--- src/rtl/ext_ram_arbiter.sv ---
// ext_ram_arbiter: round-robin arbiter and pin sequencer for the external RAM.
// Ports: CPU and loader request ports (req/we/addr/wdata -> rdata/ack/err),
//   RAM pins (ram_addr, ram_we, ram_oe, ram_dout, ram_din, ram_dq_oe), busy.
module ext_ram_arbiter #(
    parameter int ADDR_W        = 5,
    parameter int STROBE_CYCLES = 2
) (
    input  logic              clk,
    input  logic              rst_n,
    input  logic              cpu_req,
    input  logic              cpu_we,
    input  logic [7:0]        cpu_addr,
    input  logic [7:0]        cpu_wdata,
    output logic [7:0]        cpu_rdata,
    output logic              cpu_ack,
    output logic              cpu_err,
    input  logic              ldr_req,
    input  logic              ldr_we,
    input  logic [7:0]        ldr_addr,
    input  logic [7:0]        ldr_wdata,
    output logic [7:0]        ldr_rdata,
    output logic              ldr_ack,
    output logic              ldr_err,
    output logic [ADDR_W-1:0] ram_addr,
    output logic              ram_we,
    output logic              ram_oe,
    output logic [7:0]        ram_dout,
    input  logic [7:0]        ram_din,
    output logic [7:0]        ram_dq_oe,
    output logic              busy
);

    typedef enum logic [2:0] {
        S_IDLE,
        S_SETUP,
        S_STROBE,
        S_HOLD,
        S_DONE
    } state_t;

    localparam logic [3:0] LP_CNT = 4'(STROBE_CYCLES - 1);

    state_t            r_state;
    logic              r_last;   // 1 = loader won the last grant
    logic              r_gnt;    // 1 = loader owns the access in flight
    logic              r_we;
    logic [3:0]        r_cnt;
    logic [ADDR_W-1:0] r_ram_addr;
    logic              r_ram_we;
    logic              r_ram_oe;
    logic [7:0]        r_ram_dout;
    logic [7:0]        r_dq_oe;
    logic [7:0]        r_cpu_rdata;
    logic [7:0]        r_ldr_rdata;
    logic              r_cpu_ack;
    logic              r_ldr_ack;
    logic              r_cpu_err;
    logic              r_ldr_err;
    logic              r_busy;

    logic              w_pick_ldr;
    logic              w_we;
    logic [7:0]        w_addr;
    logic [7:0]        w_wdata;
    logic              w_oor;

    // On a tie the port that did not win last time gets the grant.
    assign w_pick_ldr = ldr_req & (~cpu_req | ~r_last);
    assign w_we       = w_pick_ldr ? ldr_we    : cpu_we;
    assign w_addr     = w_pick_ldr ? ldr_addr  : cpu_addr;
    assign w_wdata    = w_pick_ldr ? ldr_wdata : cpu_wdata;
    assign w_oor      = |(w_addr >> ADDR_W);

    always_ff @(posedge clk) begin
        if (!rst_n) begin
            r_state     <= S_IDLE;
            r_last      <= 1'b1;
            r_gnt       <= 1'b0;
            r_we        <= 1'b0;
            r_cnt       <= '0;
            r_ram_addr  <= '0;
            r_ram_we    <= 1'b0;
            r_ram_oe    <= 1'b0;
            r_ram_dout  <= 8'h00;
            r_dq_oe     <= 8'h00;
            r_cpu_rdata <= 8'h00;
            r_ldr_rdata <= 8'h00;
            r_cpu_ack   <= 1'b0;
            r_ldr_ack   <= 1'b0;
            r_cpu_err   <= 1'b0;
            r_ldr_err   <= 1'b0;
            r_busy      <= 1'b0;
        end else begin
            unique case (r_state)
                S_IDLE: begin
                    if (cpu_req | ldr_req) begin
                        r_gnt  <= w_pick_ldr;
                        r_last <= w_pick_ldr;
                        r_we   <= w_we;
                        r_busy <= 1'b1;
                        if (w_oor) begin
                            // Out of range: skip the pin cycle entirely.
                            r_state <= S_DONE;
                            if (w_pick_ldr) begin
                                r_ldr_ack   <= 1'b1;
                                r_ldr_err   <= 1'b1;
                                r_ldr_rdata <= 8'h00;
                            end else begin
                                r_cpu_ack   <= 1'b1;
                                r_cpu_err   <= 1'b1;
                                r_cpu_rdata <= 8'h00;
                            end
                        end else begin
                            r_state    <= S_SETUP;
                            r_ram_addr <= w_addr[ADDR_W-1:0];
                            if (w_we) begin
                                r_ram_dout <= w_wdata;
                                r_dq_oe    <= 8'hFF;
                            end
                        end
                    end
                end
                S_SETUP: begin
                    r_state  <= S_STROBE;
                    r_ram_we <= r_we;
                    r_ram_oe <= ~r_we;
                    r_cnt    <= LP_CNT;
                end
                S_STROBE: begin
                    if (r_cnt == 4'd0) begin
                        r_state  <= S_HOLD;
                        r_ram_we <= 1'b0;
                        r_ram_oe <= 1'b0;
                        // Read data is taken on the last edge OE is high.
                        if (!r_we) begin
                            if (r_gnt) r_ldr_rdata <= ram_din;
                            else       r_cpu_rdata <= ram_din;
                        end
                    end else begin
                        r_cnt <= r_cnt - 4'd1;
                    end
                end
                S_HOLD: begin
                    r_state <= S_DONE;
                    r_dq_oe <= 8'h00;
                    if (r_gnt) begin
                        r_ldr_ack <= 1'b1;
                        r_ldr_err <= 1'b0;
                    end else begin
                        r_cpu_ack <= 1'b1;
                        r_cpu_err <= 1'b0;
                    end
                end
                S_DONE: begin
                    r_state   <= S_IDLE;
                    r_cpu_ack <= 1'b0;
                    r_ldr_ack <= 1'b0;
                    r_cpu_err <= 1'b0;
                    r_ldr_err <= 1'b0;
                    r_busy    <= 1'b0;
                end
                default: begin
                    r_state <= S_IDLE;
                end
            endcase
        end
    end

    assign cpu_rdata = r_cpu_rdata;
    assign cpu_ack   = r_cpu_ack;
    assign cpu_err   = r_cpu_err;
    assign ldr_rdata = r_ldr_rdata;
    assign ldr_ack   = r_ldr_ack;
    assign ldr_err   = r_ldr_err;
    assign ram_addr  = r_ram_addr;
    assign ram_we    = r_ram_we;
    assign ram_oe    = r_ram_oe;
    assign ram_dout  = r_ram_dout;
    assign ram_dq_oe = r_dq_oe;
    assign busy      = r_busy;

endmodule

--- config.mk ---
export PLATFORM = sky130hd
export DESIGN_NAME = ext_ram_arbiter
export DESIGN_NICKNAME = d
export VERILOG_FILES = /design/src/rtl/ext_ram_arbiter.sv
export SDC_FILE = /design/constraint.sdc
export NUM_CORES = 1
export LEC_CHECK = 0
export ABC_AREA = 1
export CAP_MARGIN = 10
export CORE_ASPECT_RATIO = 1.5
export CORE_MARGIN = 10
export CORE_UTILIZATION = 35
export DETAILED_ROUTE_END_ITERATION = 12
export GPL_ROUTABILITY_DRIVEN = 1
export GPL_TIMING_DRIVEN = 0
export PLACE_DENSITY = 0.68
export SETUP_SLACK_MARGIN = 0.15
export SKIP_CTS_REPAIR_TIMING = 1
export SLEW_MARGIN = 20
export SYNTH_ARGS = -nofsm -noshare
export SYNTH_HDL_FRONTEND = slang
export SYNTH_SLANG_ARGS = --single-unit
--- constraint.sdc ---
create_clock -name clk -period 1.7 [get_ports clk]
set_input_delay 0.34 -clock clk [delete_from_list [all_inputs] [get_ports clk]]
set_output_delay 0.34 -clock clk [all_outputs]
set_load 0.1 [all_outputs]
Word-level counts from Yosys, hierarchy flattened
Cells that the tools add are included.
{"block": "classes", "eq_ne": 17, "mul": 0, "div": 0, "bitwise_logic": 7, "order_cmp": 0, "addsub": 1, "mux": 46, "n_shift": 0, "reduce_logical": 20}
{"operator": "$mux 8", "n": 17}
{"operator": "$pmux 8 s2", "n": 3}
{"operator": "$ne 2x2->1 const B", "n": 13}
{"operator": "$reduce_and 7->1", "n": 2}
{"operator": "$mux 1", "n": 13}
{"operator": "$pmux 1 s3", "n": 4}
{"operator": "$pmux 3 s4", "n": 1}
{"operator": "$reduce_and 2->1", "n": 5}
{"operator": "$reduce_and 5->1", "n": 2}
{"operator": "$mux 3", "n": 3}
{"operator": "$pmux 4 s2", "n": 1}
{"operator": "$reduce_and 4->1", "n": 2}
{"operator": "$reduce_bool 2->1", "n": 4}
{"operator": "$eq 3x2->1 const B", "n": 2}
{"operator": "$pmux 1 s2", "n": 3}
{"operator": "$logic_not 4->1", "n": 1}
{"operator": "$mux 4", "n": 1}
{"operator": "$not 1->1", "n": 4}
{"operator": "$sub 4x1->4 const B", "n": 1}
{"operator": "$eq 3x1->1 const B", "n": 1}
{"operator": "$eq 3x3->1 const B", "n": 1}
{"operator": "$logic_not 3->1", "n": 1}
{"operator": "$reduce_and 3->1", "n": 1}
{"operator": "$reduce_bool 3->1", "n": 1}
{"operator": "3 further kinds", "n": 4}
{"block": "totals", "romBits": 0, "wordCells": 108, "register_bits": 54, "mem_count": 0, "latch_bits": 0, "mem_bits_rw": 0, "in_bits": 46}

Depth between registers and ports, before layout
{"block": "depth", "ltp_word": 8, "depth_mapped": 10, "ltp_nobuf": 10}

Worst setup path before layout
No wires, ideal clock.
{"block": "synth_timing", "kind": "reg2out", "from": "reg ram_dq_oe[6] (netlist name)", "to": "out ram_dq_oe[1]", "stages_incl_launch_ff": 2, "t_arrival_ns": 1.481, "setup_slack_ns": -0.121, "path_cell_list": "dfxtp_1 > buf_4"}
{"element": "end: declaration", "line": "29", "text": "output logic [7:0] ram_dq_oe,"}

==> qor.csv <==
stage,metric,value,unit
cts,cts_inserted_buffers,5,
synth,synthCells,323,
global_route,grt_overflow_total,0,
placed_design,gp_congestion,0.847,
final_layout,mostFrequentLayoutCell,nand2_1,
drt,drc_errors,0,
synth,netlist_area,0.00218,mm^2
global_route,antenna_found_initial,0,
cts,cts_sinks,47,
floorplanning,die_w,84.4,um
synth,ys_seq_elements,47,
outcome,status,finished clean,
placed_design,dpl_worst_slack,-395,ps
sta,worst_slew_pin_slew,558,ps
floorplanning,initial_core_util,35.8,%
power,p_leak,1.58,nW
global_route,track_usage,13.2,%
cts,clk_pin_slew,80,ps
sta,relSlewSlack,63.0,%
power,irDropWorstVdd,0.627,mV
final_layout,num_antenna_cells,0,
drt,postRouteAntennaNets,0,
worst_setup_path,ff2ff_path_depth,10,
drt,vias_per_cell,4.63,
worst_setup_path,reg2reg_from,r_state[0],
worst_setup_path,reg2reg_slack,230,ps
final_layout,layout_common_cells,"nand2_1 (96), nor2_1 (49), dfxtp_1 (44), clkdlybuf4s50_1 (41), clkbuf_2 (39)",
global_route,grt_pass1_wl,10.7,mm
cts,cts_max_level,2,
power,power,2.92,mW
floorplanning,pin_count,90,
worst_setup_path,startpoint_type,register,
worst_setup_path,timing_worst_setup_path_type,reg2out,
worst_setup_path,crit_arrival,1160,ps
sta,min_period,1500,ps
cts,clockBufferDepth,2,
sta,fmax,666,MHz
power,pwr_density_cell,888,mW/mm^2
floorplanning,row_count,35,
sta,fin_hold_ws,458,ps
cts,cts_tree,done,
worst_setup_path,critPathMaxFanout,9,
hold_path,hold_class,reg2reg,
synth,syn_area_per_cell,6.75,um^2
hold_path,hp-start,cpu_ack,
sta,rsz0062_at_grt,true,
drt,wirelength,6.91,mm
worst_setup_path,required,1360,ps
drt,drt-initial-drc-count,52,
floorplanning,die-area,0.00985,mm^2
synth,synth_edf_count,0,
cts,clock_latency,290,ps
drt,routedWlPerCell,13.7,um
sta,setup_ws,199,ps
global_route,grt_max_degree,14,
placed_design,port_buffers,89,
synth,ys_top_cells_by_area,"dfxtp_1 (43%), nand2_1 (18%), nor2_1 (9.3%)",
floorplanning,die_h,117,um
sta,drv_slew,0,
hold_path,min_path_cells,2,
synth,async_reset_ff_share,0,%
placed_design,dpl.hpwl,5.32,mm
synth,synth_top_cell_by_area,dfxtp_1,
synth,ys_seq_area_share,43.2,%
synth,synth-main-ff-cell,dfxtp_1,
placed_design,post_dp_cell_area,0.00316,mm^2
sta,skew,6.20,ps
final_layout,fin_area,0.00329,mm^2
worst_setup_path,reg2reg_to,cpu_rdata[5],
synth,synthesis.nets,371,
global_route,grt_pass1_vias,2258,
hold_path,worstHoldEndpoint,cpu_ack,
job,cap_violations,0,
sta,setup_viol,0,
sta,fin_crit_sh,88.3,%
drt,drtPass1Iterations,4,
final_layout,drive_gt1_share,25.5,%
final_layout,area_growth_syn_to_layout,50.9,%
worst_setup_path,cp-end-kind,output port,
synth,ys_warn_count,0,
floorplanning,core,0.00609,mm^2
sta,finalHoldViolCount,0,
final_layout,final_util,54.0,%
drt,vias,2337,
cts,cts_root_buffer,clkbuf_8,
final_layout,nets,479,
synth,synth_top_area_share,43.2,%
synth,synth_cell_types,22,
==> flip-flops by register name, summed over array words and instances, names as in the netlist, 3 cells and up <==
register,flops
cpu_rdata,8
ldr_rdata,8
r_cnt,4
r_state,3
ram_addr,5
ram_dout,8
==> critical path: stages (launching register included) <==
cell and delay [ps]:
dfxtp_2 420, buf_4 130, clkbuf_4 310
==> power breakdown <==
| group | leakage, nW | total (mW) | switching, mW | internal (mW) |
|---|---|---|---|---|
| clock | 0.0470 | 0.671 | 0.352 | 0.319 |
| sequential | 0.383 | 1.20 | 0.0391 | 1.16 |
| combinational | 1.15 | 1.05 | 0.726 | 0.322 |
| total | 1.58 | 2.92 | 1.12 | 1.80 |
==> metrics by stage <==
| step | TNS (ps) | cells |
|---|---|---|
| floorplan | 0 | 323 |
| global placement | -15120 | 486 |
| detailed placement | -16170 | 486 |
| CTS | -21540 | 493 |
| global route | 0 | 505 |
| finish | 0 | 505 |
==> layer usage <==
metal	global-route usage, %	part of all wire (%)	up-vias
met4	4.74	1.5	0
met3	4.54	8.1	8
li1	-	-	1222
met1	14.2	42	1023
met2	23.4	48	84
met5	0	0	-
==> cells in the mapped netlist, types with 4 or more instances <==
cell type,n
buf_4,7
a21oi_1,27
nand2_1,102
clkbuf_1,7
o21ai_0,11
nor2_1,54
nand3_1,6
o21ai_1,6
inv_1,25
dfxtp_1,47
nor2_4,4
nand2_2,6
nor3_1,4
inv_2,4
==> worst max-delay path by stage <==
| stage | start | endpoint | slack, ps | cells after the start |
|---|---|---|---|---|
| floorplan | ram_dq_oe[6] | ram_dq_oe[1] | 260 | 1 |
| global placement | cpu_req | cpu_rdata[0] | -360 | 10 |
| detailed placement | cpu_req | cpu_rdata[0] | -400 | 10 |
| CTS | ram_dq_oe[6] | ram_dq_oe[5] | -620 | 2 |
| global route | r_state[0] | cpu_rdata[7] | 120 | 10 |
| finish | ram_dq_oe[6] | ram_dq_oe[4] | 200 | 2 |
==> layout make-up <==
cell class	count	area [um^2]
buffer	14	82.6
clock buffer	6	82.6
clock inverter	1	5.00
fill	628	2800
inverter	29	109
multi-input combinational	234	1170
sequential	47	945
tap	74	92.6
timing repair buffer	100	800
==> cell families (layout without fill, tap and decap cells) <==
| logic type | after synthesis | count (layout) | share of synthesized area [%] |
|---|---|---|---|
| buffers and inverters | 43 | 150 | 8.61 |
| adders and majority gates | 2 | 2 | 1.15 |
| DFF | 47 | 47 | 43.2 |
| AOI/OAI and AO/OA | 50 | 50 | 12.1 |
| and+or+nand+nor | 181 | 182 | 35.0 |
Power figures use the tool's default switching activity.
